<file path="src/rtl/uart_pkg.sv">
// Shared definitions for the UART receive-side framer:
// FSM state encoding and default datapath widths.
package uart_pkg;

   typedef enum logic [2:0] {
      IDLE   = 3'd0,
      GET_A  = 3'd1,
      GET_B  = 3'd2,
      GET_OP = 3'd3,
      HOLD   = 3'd4
   } state_t;

   // default widths: received byte, ALU operand, opcode
   localparam int DEF_DBIT    = 8;
   localparam int DEF_NB_DATA = 16;
   localparam int DEF_NB_OP   = 6;

endpackage

</file>
<file path="src/rtl/rx_timeout_timer.sv">
// Inter-byte idle timer for the receive framer.
// Ports: i_clk, i_rst (async, active-low), i_enable (count while in a
// frame), i_clear (byte strobe), o_expired (one-cycle limit pulse).
module rx_timeout_timer #(
   parameter int TIMEOUT = 50000
) (
   input  logic i_clk,
   input  logic i_rst,
   input  logic i_enable,
   input  logic i_clear,
   output logic o_expired
);

   localparam int TW = (TIMEOUT > 1) ? $clog2(TIMEOUT) : 1;
   localparam logic [TW-1:0] LIMIT =
      TW'((TIMEOUT > 0) ? (TIMEOUT - 1) : 0);

   logic [TW-1:0] tmr;

   // a strobe on the limit cycle wins over expiry
   assign o_expired = (TIMEOUT > 0) && i_enable &&
                      !i_clear && (tmr == LIMIT);

   always_ff @(posedge i_clk or negedge i_rst) begin
      if (!i_rst) begin
         tmr <= '0;
      end else if (!i_enable || i_clear ||
                   o_expired || (TIMEOUT == 0)) begin
         tmr <= '0;
      end else begin
         tmr <= tmr + 1'b1;
      end
   end

endmodule

</file>
<file path="src/rtl/interfaz_rx_frame.sv">
// Receive framer: collects operand A, operand B (LSB byte first) and an
// opcode byte, then presents the frame to the ALU via valid/ready.
// Ports: i_clk, i_rst (async, active-low), i_data/i_done_data (byte
// stream), i_ready (ALU accept), o_a/o_b/o_op (frame), o_valid,
// o_timeout (partial frame dropped), o_overrun (byte dropped in HOLD).
module interfaz_rx_frame
   import uart_pkg::*;
#(
   parameter int DBIT    = DEF_DBIT,
   parameter int NB_DATA = DEF_NB_DATA,
   parameter int NB_OP   = DEF_NB_OP,
   parameter int TIMEOUT = 50000
) (
   input  logic               i_clk,
   input  logic               i_rst,
   input  logic [DBIT-1:0]    i_data,
   input  logic               i_done_data,
   input  logic               i_ready,
   output logic [NB_DATA-1:0] o_a,
   output logic [NB_DATA-1:0] o_b,
   output logic [NB_OP-1:0]   o_op,
   output logic               o_valid,
   output logic               o_timeout,
   output logic               o_overrun
);

   localparam int BPO = NB_DATA / DBIT;
   localparam int CW  = $clog2(BPO) + 1;
   localparam logic [CW-1:0] LAST = CW'(BPO - 1);

   state_t state, state_n;

   logic [CW-1:0]      cnt, cnt_n;
   logic [NB_DATA-1:0] sh_a, sh_b;
   logic               take_a, wr_b, ld_out;
   logic               to_n, ovr_n, tmr_en, expired;

   rx_timeout_timer #(
      .TIMEOUT (TIMEOUT)
   ) u_timer (
      .i_clk     (i_clk),
      .i_rst     (i_rst),
      .i_enable  (tmr_en),
      .i_clear   (i_done_data),
      .o_expired (expired)
   );

   always_comb begin
      state_n = state;
      cnt_n   = cnt;
      take_a  = 1'b0;
      wr_b    = 1'b0;
      ld_out  = 1'b0;
      to_n    = 1'b0;
      ovr_n   = 1'b0;
      tmr_en  = 1'b0;

      unique case (state)
         IDLE: begin
            take_a = i_done_data;
         end
         GET_A: begin
            tmr_en = 1'b1;
            if (i_done_data) begin
               take_a = 1'b1;
            end else if (expired) begin
               state_n = IDLE;
               cnt_n   = '0;
               to_n    = 1'b1;
            end
         end
         GET_B: begin
            tmr_en = 1'b1;
            if (i_done_data) begin
               wr_b = 1'b1;
               if (cnt == LAST) begin
                  state_n = GET_OP;
                  cnt_n   = '0;
               end else begin
                  cnt_n = cnt + 1'b1;
               end
            end else if (expired) begin
               state_n = IDLE;
               cnt_n   = '0;
               to_n    = 1'b1;
            end
         end
         GET_OP: begin
            tmr_en = 1'b1;
            if (i_done_data) begin
               ld_out  = 1'b1;
               state_n = HOLD;
            end else if (expired) begin
               state_n = IDLE;
               cnt_n   = '0;
               to_n    = 1'b1;
            end
         end
         HOLD: begin
            if (i_ready) begin
               // handshake done; a byte in the same cycle
               // starts the next frame
               state_n = IDLE;
               take_a  = i_done_data;
            end else if (i_done_data) begin
               ovr_n = 1'b1;
            end
         end
         default: begin
            state_n = IDLE;
            cnt_n   = '0;
         end
      endcase

      // cnt is 0 in IDLE and HOLD, so a first byte hits lane 0
      if (take_a) begin
         if (cnt == LAST) begin
            state_n = GET_B;
            cnt_n   = '0;
         end else begin
            state_n = GET_A;
            cnt_n   = cnt + 1'b1;
         end
      end
   end

   always_ff @(posedge i_clk or negedge i_rst) begin
      if (!i_rst) begin
         state     <= IDLE;
         cnt       <= '0;
         sh_a      <= '0;
         sh_b      <= '0;
         o_a       <= '0;
         o_b       <= '0;
         o_op      <= '0;
         o_valid   <= 1'b0;
         o_timeout <= 1'b0;
         o_overrun <= 1'b0;
      end else begin
         state     <= state_n;
         cnt       <= cnt_n;
         o_valid   <= (state_n == HOLD);
         o_timeout <= to_n;
         o_overrun <= ovr_n;
         for (int k = 0; k < BPO; k++) begin
            if (take_a && cnt == CW'(k))
               sh_a[k*DBIT +: DBIT] <= i_data;
            if (wr_b && cnt == CW'(k))
               sh_b[k*DBIT +: DBIT] <= i_data;
         end
         // frame outputs move together, only on completion
         if (ld_out) begin
            o_a  <= sh_a;
            o_b  <= sh_b;
            o_op <= i_data[NB_OP-1:0];
         end
      end
   end

endmodule
</file>
<file path="config.mk">
export PLATFORM = sky130hd
export DESIGN_NAME = interfaz_rx_frame
export DESIGN_NICKNAME = d
export VERILOG_FILES = /design/src/rtl/uart_pkg.sv /design/src/rtl/rx_timeout_timer.sv /design/src/rtl/interfaz_rx_frame.sv
export SDC_FILE = /design/constraint.sdc
export NUM_CORES = 1
export LEC_CHECK = 0
export BUFFER_PORTS_ARGS = -buffer_cell sky130_fd_sc_hd__clkbuf_2
export CAP_MARGIN = 20
export CORE_MARGIN = 2
export CORE_UTILIZATION = 55
export DETAILED_ROUTE_END_ITERATION = 10
export PLACE_DENSITY = 0.82
export SLEW_MARGIN = 20
export SYNTH_ARGS = -nofsm -noshare
export SYNTH_HDL_FRONTEND = slang
export SYNTH_SLANG_ARGS = --single-unit
</file>
<file path="constraint.sdc">
create_clock -name i_clk -period 2 [get_ports i_clk]
set_input_delay 0.3 -clock i_clk [delete_from_list [all_inputs] [get_ports i_clk]]
set_output_delay 0.3 -clock i_clk [all_outputs]
set_load 0.02 [all_outputs]
</file>
==> flow_summary.yaml <==
yosys:
  synth_nets: 283
  synth-compound-area-share_pct: 1.700
  yosysSeqAreaShare_pct: 59.18
  netlist_instances: 270
  syn_avg_cell_area_um2: 14.72
  ys_ff_latch: 94
  ys_warn_count: 0
  synth_ff_type: "dfrtp_1"
  synth_top_family_by_area: "multiplexers"
  synth_edf_count: 0
  synthSimpleGateAreaFrac_pct: 9.946
  synth.distinct_cells: 36
  synth.area.mux_share_pct: 23.42
  synthesis.area_um2: 3975
  synth_fa_ha_area_share_pct: 0.3148
  ys_async_sr_fraction_pct: 100.0
  synth_xor_area_share_pct: 3.085
timing:
  max_clock_freq_mhz: 566.9
  fin_tns_setup_ns: 0
  period_needed_ns: 1.764
  finClkSkew_ns: 0.01397
  relSlewSlack_pct: 62.98
  hold_viol: 0
  finalSetupViolations: 0
  worst_pin_slew_ns: 0.5553
  rsz0062_at_grt: "no"
  hold_slack_ns: 0.2280
  drv_slew: 0
  final.period_utilization_pct: 88.20
worst_setup_path:
  crit_end: "u_timer.tmr[5]"
  required_ns: 2.23
  r2r_slack_ns: 0.24
  cp-end-kind: "register"
  crit_type: "reg -> reg"
  worstReg2RegStart: "u_timer.tmr[10]"
  rr_worst_depth: 4
  worst-path-max-fanout: 14
  critPathLaunchType: "register"
  cpPeakStageDelay_ns: 0.45
  r2r_end: "u_timer.tmr[5]"
  critPathLaunch: "u_timer.tmr[10]"
  cp_cell_sequence: "nor4b_2 -> nand4_1 -> nand2_1 -> nor2_1"
  crit_slowest_cell: "dfrtp_1"
  cp_data_arrival_time_ns: 1.99
drt:
  drc_errors: 0
  final_antenna_net_count: 0
  via_per_inst: 5.326
  drt_wl_total_mm: 6.964
  wl_per_cell_um: 16.12
  dr.pass1.iters: 4
  drtIter0Drc: 74
  vias: 2301
power:
  p_leak_nw: 2.217
  ir_drop_mv: 0.7108
  p_per_area_nw_per_um2: 1525
placement:
  placed_cell_area_um2: 4354
  dpl.hpwl_mm: 4.631
  gp_congestion: 0.8146
  io_buffers: 52
floorplanning:
  die_area_um2: 7924
  die_x_um: 89.02
  ios: 53
  num_rows: 30
  core_area_um2: 6907
  fp.dieH_um: 89.02
  start_util_pct: 57.55
final_layout:
  multi_input_area_um2: 1534
  layout_common_cells: "dfrtp_1, clkbuf_2, mux2_4"
  fin_nets: 344
  mostFrequentLayoutCell: "dfrtp_1"
  n_antenna_cell: 0
  drive_gt1_share_pct: 45.24
  fillers: 529
  register_area_um2: 2352
  post-route-util_pct: 66.14
  fin_area_um2: 4568
  area_growth_pct: 14.92
clock_tree:
  max-clock-path-buffers: 2
  ctsResizeCount: 0
  post-cts-setup-buffer-count: 0
  insertion_delay_ns: 0.36
  hold_buffers: 1
  clockRootBuffer: "clkbuf_8"
  htree_levels: 3
  cts-buffers-inserted: 9
  cts.sink_count: 94
  cts_tree: "yes"
  path_clk_slew_ns: 0.10
grt:
  grt_pass1_wl_mm: 11.47
  grt_max_degree: 45
  grt-ovfl-total: 0
  first_global_vias: 2269
  antenna_found_initial: 0
  grt_use_total_pct: 19.28
hold_path:
  holdCritPathClass: "in -> reg"
run:
  maxCapViolCount: 0
outcome:
  status: "complete, no violations"
## cell usage after synthesis (all sizes together), types with 2 or more instances
library cell,n,area (um2)
and3,2,13.77
nand4,5,31.28
a21oi,2,10.01
or2,2,12.52
nand2b,2,12.51
nor2,19,71.32
nor2b,4,25.02
nor3b,2,15.01
nand2,10,37.54
dfrtp,94,2352
a211oi,2,15.01
xor2,2,17.52
inv,4,15.01
nor3,6,41.29
nor4,7,43.79
clkbuf,2,7.510
buf,7,71.31
nand3,5,25.02
mux2,70,930.9
xnor2,12,105.1
## sequential cells by signal, summed over array words and instances, names as in the netlist
name / count
o_timeout: 1
o_valid: 1
state: 3
o_a: 16
sh_b: 16
o_overrun: 1
sh_a: 16
u_timer.tmr: 16
cnt: 2
o_op: 6
o_b: 16
## power breakdown
part           internal [mW]  total, mW  switching (mW)
registers               2.67       3.15           0.483
logic                   1.34       2.53            1.19
clock network          0.595       1.29           0.693
total                   4.60       6.96            2.37
## cell type report
type,instances,area share (%)
tap,96,2.629
sequential,94,51.49
clock inverter,7,1.753
multi-input combinational,163,33.58
timing repair buffer,59,7.505
inverter,4,0.3287
clock buffer,9,2.712
## metrics by stage
step	cells	worst slack (ns)	total power, mW
3_3_place_gp	415	0.2666	5.616
5_1_grt	432	0.1320	7.392
2_1_floorplan	270	0.5080	4.977
4_1_cts	432	0.2748	7.039
6_report	432	0.2360	6.964
3_5_place_dp	415	0.2556	5.727
## critical path, delay by kind of cell (launching register included)
kind | cells | cell delay [ns]
simple gates | 4 | 1.17
flops | 1 | 0.45
## logic make-up (layout without fill, tap and decap cells)
| logic type | count (synthesis) | after routing |
|---|---|---|
| DFF | 94 | 94 |
| muxes | 70 | 70 |
| and+or+nand+nor | 69 | 69 |
| xor gates and xnor gates | 14 | 14 |
| buffers and inverters | 13 | 79 |
| AOI/OAI and AO/OA | 9 | 9 |
| adders and majority gates | 1 | 1 |
## metal layers
metal | routed length, um | part of all wire [%] | track usage (%) | up-vias
li1 | - | - | - | 1073
met1 | 3282 | 47 | 26.75 | 1175
met2 | 3321 | 48 | 29.51 | 41
met3 | 239 | 3.4 | 3.878 | 12
met4 | 122 | 1.8 | 8.955 | 0
met5 | 0 | 0 | 0 | -
## how the worst min path moves through the flow
stage / from / to / slack [ns] / cells after the start
floorplan: i_rst / cnt[0] / 0.004 / 0
global placement: i_rst / o_b[2] / 0.32 / 1
detailed placement: i_rst / o_b[2] / 0.33 / 1
CTS: i_data[6] / sh_a[6] / 0.22 / 2
global route: i_data[6] / sh_b[6] / 0.21 / 2
finish: i_data[6] / sh_a[14] / 0.23 / 2
(Power assumes the default switching activity.)
